$ cat src/rtl/store_buffer_if.sv
// Bundles the signals between the core's data port, the store buffer and the backing data memory.
// The slave modport is the store buffer's view; the master modport is the core/memory side's view.
interface store_buffer_if #(
  parameter int unsigned AW = 32,
  parameter int unsigned DW = 32
);
  logic [AW-1:0] DataMemAddr;
  logic          DataMemRead;
  logic          DataMemWrite;
  logic [DW-1:0] DataMemWData;
  logic [DW-1:0] DataMemRData;
  logic          Stall;
  logic          Empty;
  logic [AW-1:0] MemRAddr;
  logic [DW-1:0] MemRData;
  logic          MemWrite;
  logic [AW-1:0] MemWAddr;
  logic [DW-1:0] MemWData;
  logic          MemWReady;

  modport slave (
    input  DataMemAddr, DataMemRead, DataMemWrite, DataMemWData, MemRData, MemWReady,
    output DataMemRData, Stall, Empty, MemRAddr, MemWrite, MemWAddr, MemWData
  );

  modport master (
    output DataMemAddr, DataMemRead, DataMemWrite, DataMemWData, MemRData, MemWReady,
    input  DataMemRData, Stall, Empty, MemRAddr, MemWrite, MemWAddr, MemWData
  );
endinterface

$ cat src/rtl/store_buffer.sv
// In-order store buffer between the core data port and data memory, with store-to-load forwarding.
// Optional STORE_BUF_STATS_EN adds saturating StallCnt/FwdCnt event counters.
module store_buffer #(
  parameter int unsigned DEPTH = 4,
  parameter int unsigned AW    = 32,
  parameter int unsigned DW    = 32
) (
  input  logic                  CLK,
  input  logic                  RST,
  store_buffer_if.slave         bus
`ifdef STORE_BUF_STATS_EN
  ,
  output logic [31:0]           StallCnt,
  output logic [31:0]           FwdCnt
`endif
);
  localparam int unsigned PW = (DEPTH > 1) ? $clog2(DEPTH) : 1;
  localparam int unsigned CW = PW + 1;

  typedef struct packed {
    logic [AW-1:0] addr;
    logic [DW-1:0] data;
  } entry_t;

  entry_t        entry_q [DEPTH];
  logic [PW-1:0] head_q, head_d;
  logic [PW-1:0] tail_q, tail_d;
  logic [CW-1:0] count_q, count_d;

  logic          full;
  logic          stall;
  logic          push;
  logic          pop;
  logic          fwd_hit;
  logic [DW-1:0] fwd_data;

  // Flow control depends only on registered count and current core/memory handshake inputs.
  assign full  = (count_q == CW'(DEPTH));
  assign stall = bus.DataMemWrite & full & ~bus.MemWReady;
  assign push  = bus.DataMemWrite & ~stall;
  assign pop   = (count_q != '0) & bus.MemWReady;

  assign bus.Stall    = stall;
  assign bus.Empty    = (count_q == '0);
  assign bus.MemWrite = (count_q != '0);
  assign bus.MemWAddr = entry_q[head_q].addr;
  assign bus.MemWData = entry_q[head_q].data;
  assign bus.MemRAddr = bus.DataMemAddr;

  // Walk oldest to youngest so the youngest matching entry wins; the popping head still counts.
  always_comb begin
    fwd_hit  = 1'b0;
    fwd_data = '0;
    for (int unsigned i = 0; i < DEPTH; i++) begin
      if ((CW'(i) < count_q) && (entry_q[PW'(head_q + PW'(i))].addr == bus.DataMemAddr)) begin
        fwd_hit  = 1'b1;
        fwd_data = entry_q[PW'(head_q + PW'(i))].data;
      end
    end
  end

  always_comb begin
    bus.DataMemRData = '0;
    if (bus.DataMemRead) begin
      bus.DataMemRData = fwd_hit ? fwd_data : bus.MemRData;
    end
  end

  always_comb begin
    head_d  = head_q;
    tail_d  = tail_q;
    count_d = count_q;
    if (push) begin
      tail_d = PW'(tail_q + PW'(1));
    end
    if (pop) begin
      head_d = PW'(head_q + PW'(1));
    end
    count_d = CW'(count_q + CW'(push) - CW'(pop));
  end

  always_ff @(posedge CLK or negedge RST) begin
    if (!RST) begin
      head_q  <= '0;
      tail_q  <= '0;
      count_q <= '0;
    end else begin
      head_q  <= head_d;
      tail_q  <= tail_d;
      count_q <= count_d;
    end
  end

  // Entry storage is intentionally left uncleared by reset; validity comes from count.
  always_ff @(posedge CLK) begin
    if (push) begin
      entry_q[tail_q] <= '{addr: bus.DataMemAddr, data: bus.DataMemWData};
    end
  end

`ifdef STORE_BUF_STATS_EN
  logic [31:0] stall_cnt_q, stall_cnt_d;
  logic [31:0] fwd_cnt_q, fwd_cnt_d;

  always_comb begin
    stall_cnt_d = stall_cnt_q;
    fwd_cnt_d   = fwd_cnt_q;
    if (stall && (stall_cnt_q != 32'hFFFF_FFFF)) begin
      stall_cnt_d = stall_cnt_q + 32'd1;
    end
    if (bus.DataMemRead && fwd_hit && (fwd_cnt_q != 32'hFFFF_FFFF)) begin
      fwd_cnt_d = fwd_cnt_q + 32'd1;
    end
  end

  always_ff @(posedge CLK or negedge RST) begin
    if (!RST) begin
      stall_cnt_q <= '0;
      fwd_cnt_q   <= '0;
    end else begin
      stall_cnt_q <= stall_cnt_d;
      fwd_cnt_q   <= fwd_cnt_d;
    end
  end

  assign StallCnt = stall_cnt_q;
  assign FwdCnt   = fwd_cnt_q;
`endif

endmodule

$ cat src/flat_wrapper.sv
// flat-port wrapper written by rule: the top's interface ports become plain ports
module store_buffer_flat 
#(
  parameter int unsigned DEPTH = 4,
  parameter int unsigned AW    = 32,
  parameter int unsigned DW    = 32
)
  (CLK, RST, bus_DataMemAddr, bus_DataMemRead, bus_DataMemWrite, bus_DataMemWData, bus_MemRData, bus_MemWReady, bus_DataMemRData, bus_Stall, bus_Empty, bus_MemRAddr, bus_MemWrite, bus_MemWAddr, bus_MemWData);
  store_buffer_if #(.AW(AW), .DW(DW)) bus_i ();
  input  logic CLK;
  input  logic RST;
  input wire logic [$bits(bus_i.DataMemAddr)-1:0] bus_DataMemAddr;
  input wire logic [$bits(bus_i.DataMemRead)-1:0] bus_DataMemRead;
  input wire logic [$bits(bus_i.DataMemWrite)-1:0] bus_DataMemWrite;
  input wire logic [$bits(bus_i.DataMemWData)-1:0] bus_DataMemWData;
  input wire logic [$bits(bus_i.MemRData)-1:0] bus_MemRData;
  input wire logic [$bits(bus_i.MemWReady)-1:0] bus_MemWReady;
  output wire logic [$bits(bus_i.DataMemRData)-1:0] bus_DataMemRData;
  output wire logic [$bits(bus_i.Stall)-1:0] bus_Stall;
  output wire logic [$bits(bus_i.Empty)-1:0] bus_Empty;
  output wire logic [$bits(bus_i.MemRAddr)-1:0] bus_MemRAddr;
  output wire logic [$bits(bus_i.MemWrite)-1:0] bus_MemWrite;
  output wire logic [$bits(bus_i.MemWAddr)-1:0] bus_MemWAddr;
  output wire logic [$bits(bus_i.MemWData)-1:0] bus_MemWData;
  assign bus_i.DataMemAddr = bus_DataMemAddr;
  assign bus_i.DataMemRead = bus_DataMemRead;
  assign bus_i.DataMemWrite = bus_DataMemWrite;
  assign bus_i.DataMemWData = bus_DataMemWData;
  assign bus_i.MemRData = bus_MemRData;
  assign bus_i.MemWReady = bus_MemWReady;
  assign bus_DataMemRData = bus_i.DataMemRData;
  assign bus_Stall = bus_i.Stall;
  assign bus_Empty = bus_i.Empty;
  assign bus_MemRAddr = bus_i.MemRAddr;
  assign bus_MemWrite = bus_i.MemWrite;
  assign bus_MemWAddr = bus_i.MemWAddr;
  assign bus_MemWData = bus_i.MemWData;
  store_buffer #(.DEPTH(DEPTH), .AW(AW), .DW(DW)) u_core (.CLK(CLK), .RST(RST), .bus(bus_i));
endmodule
$ cat config.mk
export PLATFORM = sky130hd
export DESIGN_NAME = store_buffer_flat
export DESIGN_NICKNAME = d
export VERILOG_FILES = /design/src/rtl/store_buffer_if.sv /design/src/rtl/store_buffer.sv /design/src/flat_wrapper.sv
export SDC_FILE = /design/constraint.sdc
export NUM_CORES = 1
export LEC_CHECK = 0
export CAP_MARGIN = 20
export CORE_MARGIN = 5
export CORE_UTILIZATION = 55
export CTS_CLUSTER_DIAMETER = 50
export DETAILED_ROUTE_END_ITERATION = 6
export GPL_ROUTABILITY_DRIVEN = 0
export PLACE_DENSITY = 0.79
export SYNTH_ARGS = -nofsm -noshare
export SYNTH_HDL_FRONTEND = slang
export SYNTH_SLANG_ARGS = --single-unit
$ cat constraint.sdc
create_clock -name CLK -period 4.4 [get_ports CLK]
set_clock_uncertainty 0.2 [all_clocks]
set_input_delay 0.66 -clock CLK [delete_from_list [all_inputs] [get_ports CLK]]
set_output_delay 0.66 -clock CLK [all_outputs]
set_load 0.02 [all_outputs]
# --- Word level (Yosys, flattened, before mapping) ---
# Memories as Yosys holds them, arrays and structs flattened.
# Cells that the tools add are included.
word_totals:
  mem_count: 1
  input_bits: 101
  wordCells: 43
  ramBits: 256
  regBits: 7
op_classes:
  eq_ne: 5
  n_mux: 12
  n_addsub: 6
  bitwise_logic: 6
  magnitude_cmp: 4
  reduce_logical: 6
mem_list:
  columns: ["name", "depth", "width", "read_ports", "rd_clocked_by_memory_dff", "write_ports", "line_no", "rtl"]
  rows:
  - ["u_core.entry_q", 4, 64, 4, 0, 1, "store_buffer.sv:25", "entry_t entry_q [DEPTH];"]
ops:
  columns: ["op", "n"]
  rows:
  - ["$mux W32", 6]
  - ["$eq A32 B32 Y1", 4]
  - ["$lt A1 B3 Y1 const A", 2]
  - ["$lt A2 B3 Y1 const A", 2]
  - ["$mux W1", 6]
  - ["$add A2 B1 Y2 const B", 2]
  - ["$add A2 B2 Y2 const B", 2]
  - ["$and A1 B1 Y1", 4]
  - ["$logic_and A1 B1 Y1", 4]
  - ["$add A3 B1 Y3", 1]
  - ["$eq A3 B3 Y1 const B", 1]
  - ["$logic_not A3 Y1", 1]
  - ["$reduce_bool A3 Y1", 1]
  - ["$sub A3 B1 Y3", 1]
  - ["$not A1 Y1", 2]

# --- Longest topological paths before layout ---
# An unclocked memory read counts as a cell.
depth:
  ltp_word: 9
  ltp_mapped: 16

# --- Worst setup path after synthesis ---
# OpenSTA, ideal clock, no wires.
synth_path:
  path_type: "register -> output"
  from: "register u_core.head_q[1]"
  to: "output port bus_DataMemRData[0]"
  required_ns: 3.540
  t_arrival_ns: 3.167
  path_stages_with_launch: 13
  slack_ns: 0.373
  path_buffers: 4
  path_cell_list: "dfrtp_1 buf_6 buf_12 buf_12 mux4_1 xnor2_1 nand4_1 nor2_1 o2111ai_2 clkbuf_1 a211oi_1 o211ai_1 a31oi_1"
synth_via:
  elab_chain_cells: 9
synth_rtl:
  columns: ["element", "line_no", "rtl"]
  rows:
  - ["start, declared", "store_buffer.sv:26", "logic [PW-1:0] head_q, head_d;"]
  - ["start signal, assigned", "store_buffer.sv:84", "head_q <= '0;"]
  - ["start signal, assigned", "store_buffer.sv:88", "head_q <= head_d;"]
  - ["$mem_v2 Z4 W64 *", null, null]
  - ["named net bus_MemWAddr[24]", "flat_wrapper.sv:23", "output wire logic [$bits(bus_i.MemWAddr)-1:0] bus_MemWAddr;"]
  - ["$eq A32 B32 Y1 *", "store_buffer.sv:55", "if ((CW'(i) < count_q) && (entry_q[PW'(head_q + PW'(i))].addr == bus.DataMemAddr)) begin"]
  - ["$logic_and A1 B1 Y1 *", "store_buffer.sv:55", null]
  - ["$mux W32 or $mux W1 (tied branches) (4 in a row)", "store_buffer.sv:55", null]
  - ["$mux W32 *", "store_buffer.sv:65", "bus.DataMemRData = fwd_hit ? fwd_data : bus.MemRData;"]
  - ["$mux W32 *", "store_buffer.sv:64", "if (bus.DataMemRead) begin"]
  - ["end, declared", "flat_wrapper.sv:18", "output wire logic [$bits(bus_i.DataMemRData)-1:0] bus_DataMemRData;"]
# The timed path passes the listed nets; every way through them passes the cells marked *.

# --- Worst setup path after layout ---
layout_path:
  from: "register u_core.head_q[1]"
  to: "output port bus_DataMemRData[3]"
layout_via:
  elab_chain_cells: 9
layout_rtl:
  columns: ["element", "line_no"]
  rows:
  - ["$add A2 B1 Y2 or $mem_v2 Z4 W64 (tied branches)", null]
  - ["$mem_v2 Z4 W64 *", null]
  - ["$eq A32 B32 Y1 or $logic_and A1 B1 Y1 (tied branches)", "store_buffer.sv:55"]
  - ["$logic_and A1 B1 Y1 (tied with other cells)", "store_buffer.sv:55"]
  - ["$mux W32 or $mux W1 (tied branches) (3 in a row)", "store_buffer.sv:55"]
  - ["$mux W32 *", "store_buffer.sv:65"]
  - ["$mux W32 *", "store_buffer.sv:64"]
# Mark *: on every way between the ends. The rest lies on a longest branch, timed or not.

==> flow_metrics.tcl <==
set metrics [dict create \
    synth_top_family_by_area "multiplexers" \
    yosysWarnings 0 \
    async_reset_ff_frac 0.0266 \
    coreArea_sq_um 34500 \
    pre_cts_slack_ns -0.668 \
    regArea_sq_um 7870 \
    critPathArrivalTime_ns 4.23 \
    reg2reg_to "u_core.entry_q[2][26]" \
    synth_mux_area_frac 0.293 \
    setup_viol 47 \
    vias_per_cell 6.70 \
    reg2reg_depth 6 \
    drcViolationCount 2 \
    cp_max_fo 24 \
    h-tree-depth 2 \
    drtPass1Iterations 7 \
    peakVddDrop_mv 0.520 \
    clock_sinks 263 \
    synth.distinct_cells 71 \
    p_leak_nw 9.41 \
    multiInputGateArea_sq_um 10300 \
    die_x_um 197 \
    worstSetupEndpointType "primary output" \
    max_freq_mhz 197 \
    hpwlAfterDp_um 40900 \
    yosys.area.top_type "edfxtp_1" \
    slew_headroom 0.357 \
    grt_pass1_vias 15315 \
    clockBufferDepth 3 \
    grt_first_pass_wirelength_um 89500 \
    drtIter0Drc 1542 \
    grtUsageTotal 0.297 \
    areaGrowthSynthToFinish_pct 34.0 \
    ant_nets 0 \
    path_clk_slew_ns 0.06 \
    wl_per_cell_um 26.2 \
    maxSlewViolCount 0 \
    start_kind "flip-flop" \
    cts_tree "done" \
    ctsHoldBuffers 0 \
    dieArea_sq_um 38700 \
    ys_top_cells_by_area "edfxtp_1, mux4_2, mux2i_1, xnor2_1, o41ai_2" \
    hp-class "input port to asynchronous set/reset pin" \
    nNetsFinal 1909 \
    drive_gt1_frac 0.415 \
    rows 68 \
    yosys.area_share.adder 0.00627 \
    synth-xor-area-share 0.0503 \
    via_count 15272 \
    ys_seq_area_frac 0.410 \
    top_level_ports 232 \
    die_height_um 197 \
    synthCells 1350 \
    status "finished, violations left" \
    critical_path_class "flip-flop to primary output" \
    wirelength_um 59900 \
    synth-seq-cells 263 \
    n_fill_cell 2070 \
    portBuffers 231 \
    synth_nets 1460 \
    synth_top_area_share 0.401 \
    min_period_ns 5.09 \
    syn_area_sq_um 19200 \
    start_util 0.556 \
    r2r_slack_ns 1.70 \
    grt_setup_unrepaired "true" \
    ys.flop_type "edfxtp_1" \
    powerDensity_nw_per_um2 638 \
    worstMarginPinSlew_ns 0.964 \
    grt_max_degree 71 \
    cts_buffers 34 \
    drv_cap 0 \
    grt.overflow.total 0 \
    synth-edff-count 256 \
    cts_root_buf "clkbuf_16" \
    timing.final.ws_setup_ns -0.688 \
    antenna_found_initial 4 \
    timing.rr.start "u_core.count_q[2]" \
    cp.required_ns 3.54 \
    synth-simple-area-share 0.0588 \
    syn_area_per_cell_sq_um 14.2 \
    hold_viol_final 0 \
    violations "DRC, setup timing" \
    fin_crit_sh 1.16 \
    synth-compound-area-share 0.110 \
    worstSkewPairLatency_ns 0.50 \
    finalPower_mw 16.4 \
]
critical path: stages, from the launching register on:
cell and delay [ns]:
dfrtp_4 0.49, buf_12 0.17, buf_4 0.13, buf_4 0.19, mux4_2 0.55, xnor2_2 0.17, nand4_1 0.16, nor2_2 0.21
buf_4 0.16, nand3b_4 0.11, buf_12 0.22, o41ai_2 0.53, o211ai_1 0.21, a31oi_1 0.24, buf_4 0.18
registers in the layout (all words and copies together), names as in the netlist:
| register | count |
|---|---|
| u_core.tail_q | 2 |
| u_core.head_q | 2 |
| u_core.entry_q | 256 |
| u_core.count_q | 3 |
power by group:
part,internal (mW),switching (mW)
registers,3.32,0.370
clock network,1.61,1.09
logic,5.27,4.74
total,10.2,6.20
cells by family (layout without fill, tap and decap cells):
family / count (synthesis) / after routing
other cells: 0 / 3
buf+inv: 226 / 699
xor+xnor: 110 / 110
flops: 263 / 263
mux: 302 / 302
compound gates: 245 / 245
simple gates: 195 / 195
fa+ha+maj: 9 / 9
worst max path at each step:
| stage | slack [ns] | from | cells after the start | end |
|---|---|---|---|---|
| after CTS | -0.58 | u_core.head_q[1] | 14 | bus_DataMemRData[2] |
| after floorplan | 0.37 | u_core.head_q[1] | 12 | bus_DataMemRData[0] |
| after global placement | -0.59 | bus_DataMemAddr[20] | 9 | bus_DataMemRData[3] |
| after global routing | -0.84 | u_core.head_q[1] | 14 | bus_DataMemRData[3] |
| after detailed placement | -0.67 | bus_DataMemAddr[5] | 10 | bus_DataMemRData[20] |
| final | -0.69 | u_core.head_q[1] | 14 | bus_DataMemRData[3] |
placed cells by master (no fill, tap or decap), types with 7 or more instances in the layout:
cell type and n:
a31oi_1 29, xnor2_1 83, nand2b_1 29, o41ai_2 27, nand3_1 37, clkbuf_16 36, nor2_1 13, a211oi_2 17
mux4_2 199, nand4_1 18, clkdlybuf4s50_1 199, o21ai_0 7, xor2_1 18, or2_1 30, o211ai_1 35, inv_1 53
o31ai_1 29, mux2_2 10, a21oi_1 14, buf_4 317, buf_12 35, mux2i_1 83, buf_6 23, xnor2_2 8
a211oi_1 17, nor3_1 12, edfxtp_1 256, ha_1 8, o22ai_1 11, nand2_1 16
cell type report:
| type | count | share of cell area |
|---|---|---|
| inverters | 54 | 0.00818 |
| multi-input cells | 861 | 0.402 |
| well taps | 455 | 0.0222 |
| clock inverters | 19 | 0.00692 |
| clock buffers | 41 | 0.0354 |
| repair buffers | 585 | 0.219 |
| flip-flops and latches | 263 | 0.306 |
| diodes | 3 | 0.000292 |
cells in the mapped netlist (all sizes together), types with 4 or more instances:
master   count
xor2        19
o22ai       11
dfrtp        7
a2bb2oi      4
clkbuf      44
nand3       41
a221oi       4
and2         4
nor2        15
a2111oi      4
mux4       203
or2         34
buf        128
o2111ai      4
inv         54
mux2        10
mux2i       89
o211ai      35
ha           8
nor4         8
nand2b      29
nand4       19
o41ai       32
and3         4
a31oi       34
a211oi      35
nor3        13
xnor2       91
o31ai       33
o2bb2ai      5
a21oi       14
nand2       17
o221ai       6
edfxtp     256
o21ai        8
metal layers:
metal | vias to the layer above | global-route usage | part of all wire
met5 | - | 0 | 0.00035
met4 | 4 | 0.128 | 0.050
met3 | 207 | 0.0602 | 0.099
met2 | 1006 | 0.508 | 0.50
met1 | 7616 | 0.370 | 0.35
li1 | 6439 | - | -
timing repair:
action                                  in CTS  in global routing
endpoints found under the setup margin      54                 50
gates cloned                                 7                  1
resized for setup                          272                 38
pin swaps                                   19                 17
setup buffers                               23                 12
endpoints found under the hold margin        0                  0
metrics by stage:
step | utilization | setup TNS (ns) | area [sq um] | hold slack [ns] | std cells
3_3_place_gp | 0.687 | -15.96 | 23700 | 0.412 | 2177
2_1_floorplan | - | 0 | 19200 | 0.164 | 1350
4_1_cts | 0.737 | -16.22 | 25400 | 0.207 | 2267
3_5_place_dp | 0.687 | -17.75 | 23700 | 0.441 | 2177
5_1_grt | 0.745 | -25.89 | 25700 | 0.225 | 2280
6_report | 0.745 | -18.73 | 25700 | 0.218 | 2281
Note: power is estimated with default switching activity, not from simulation.
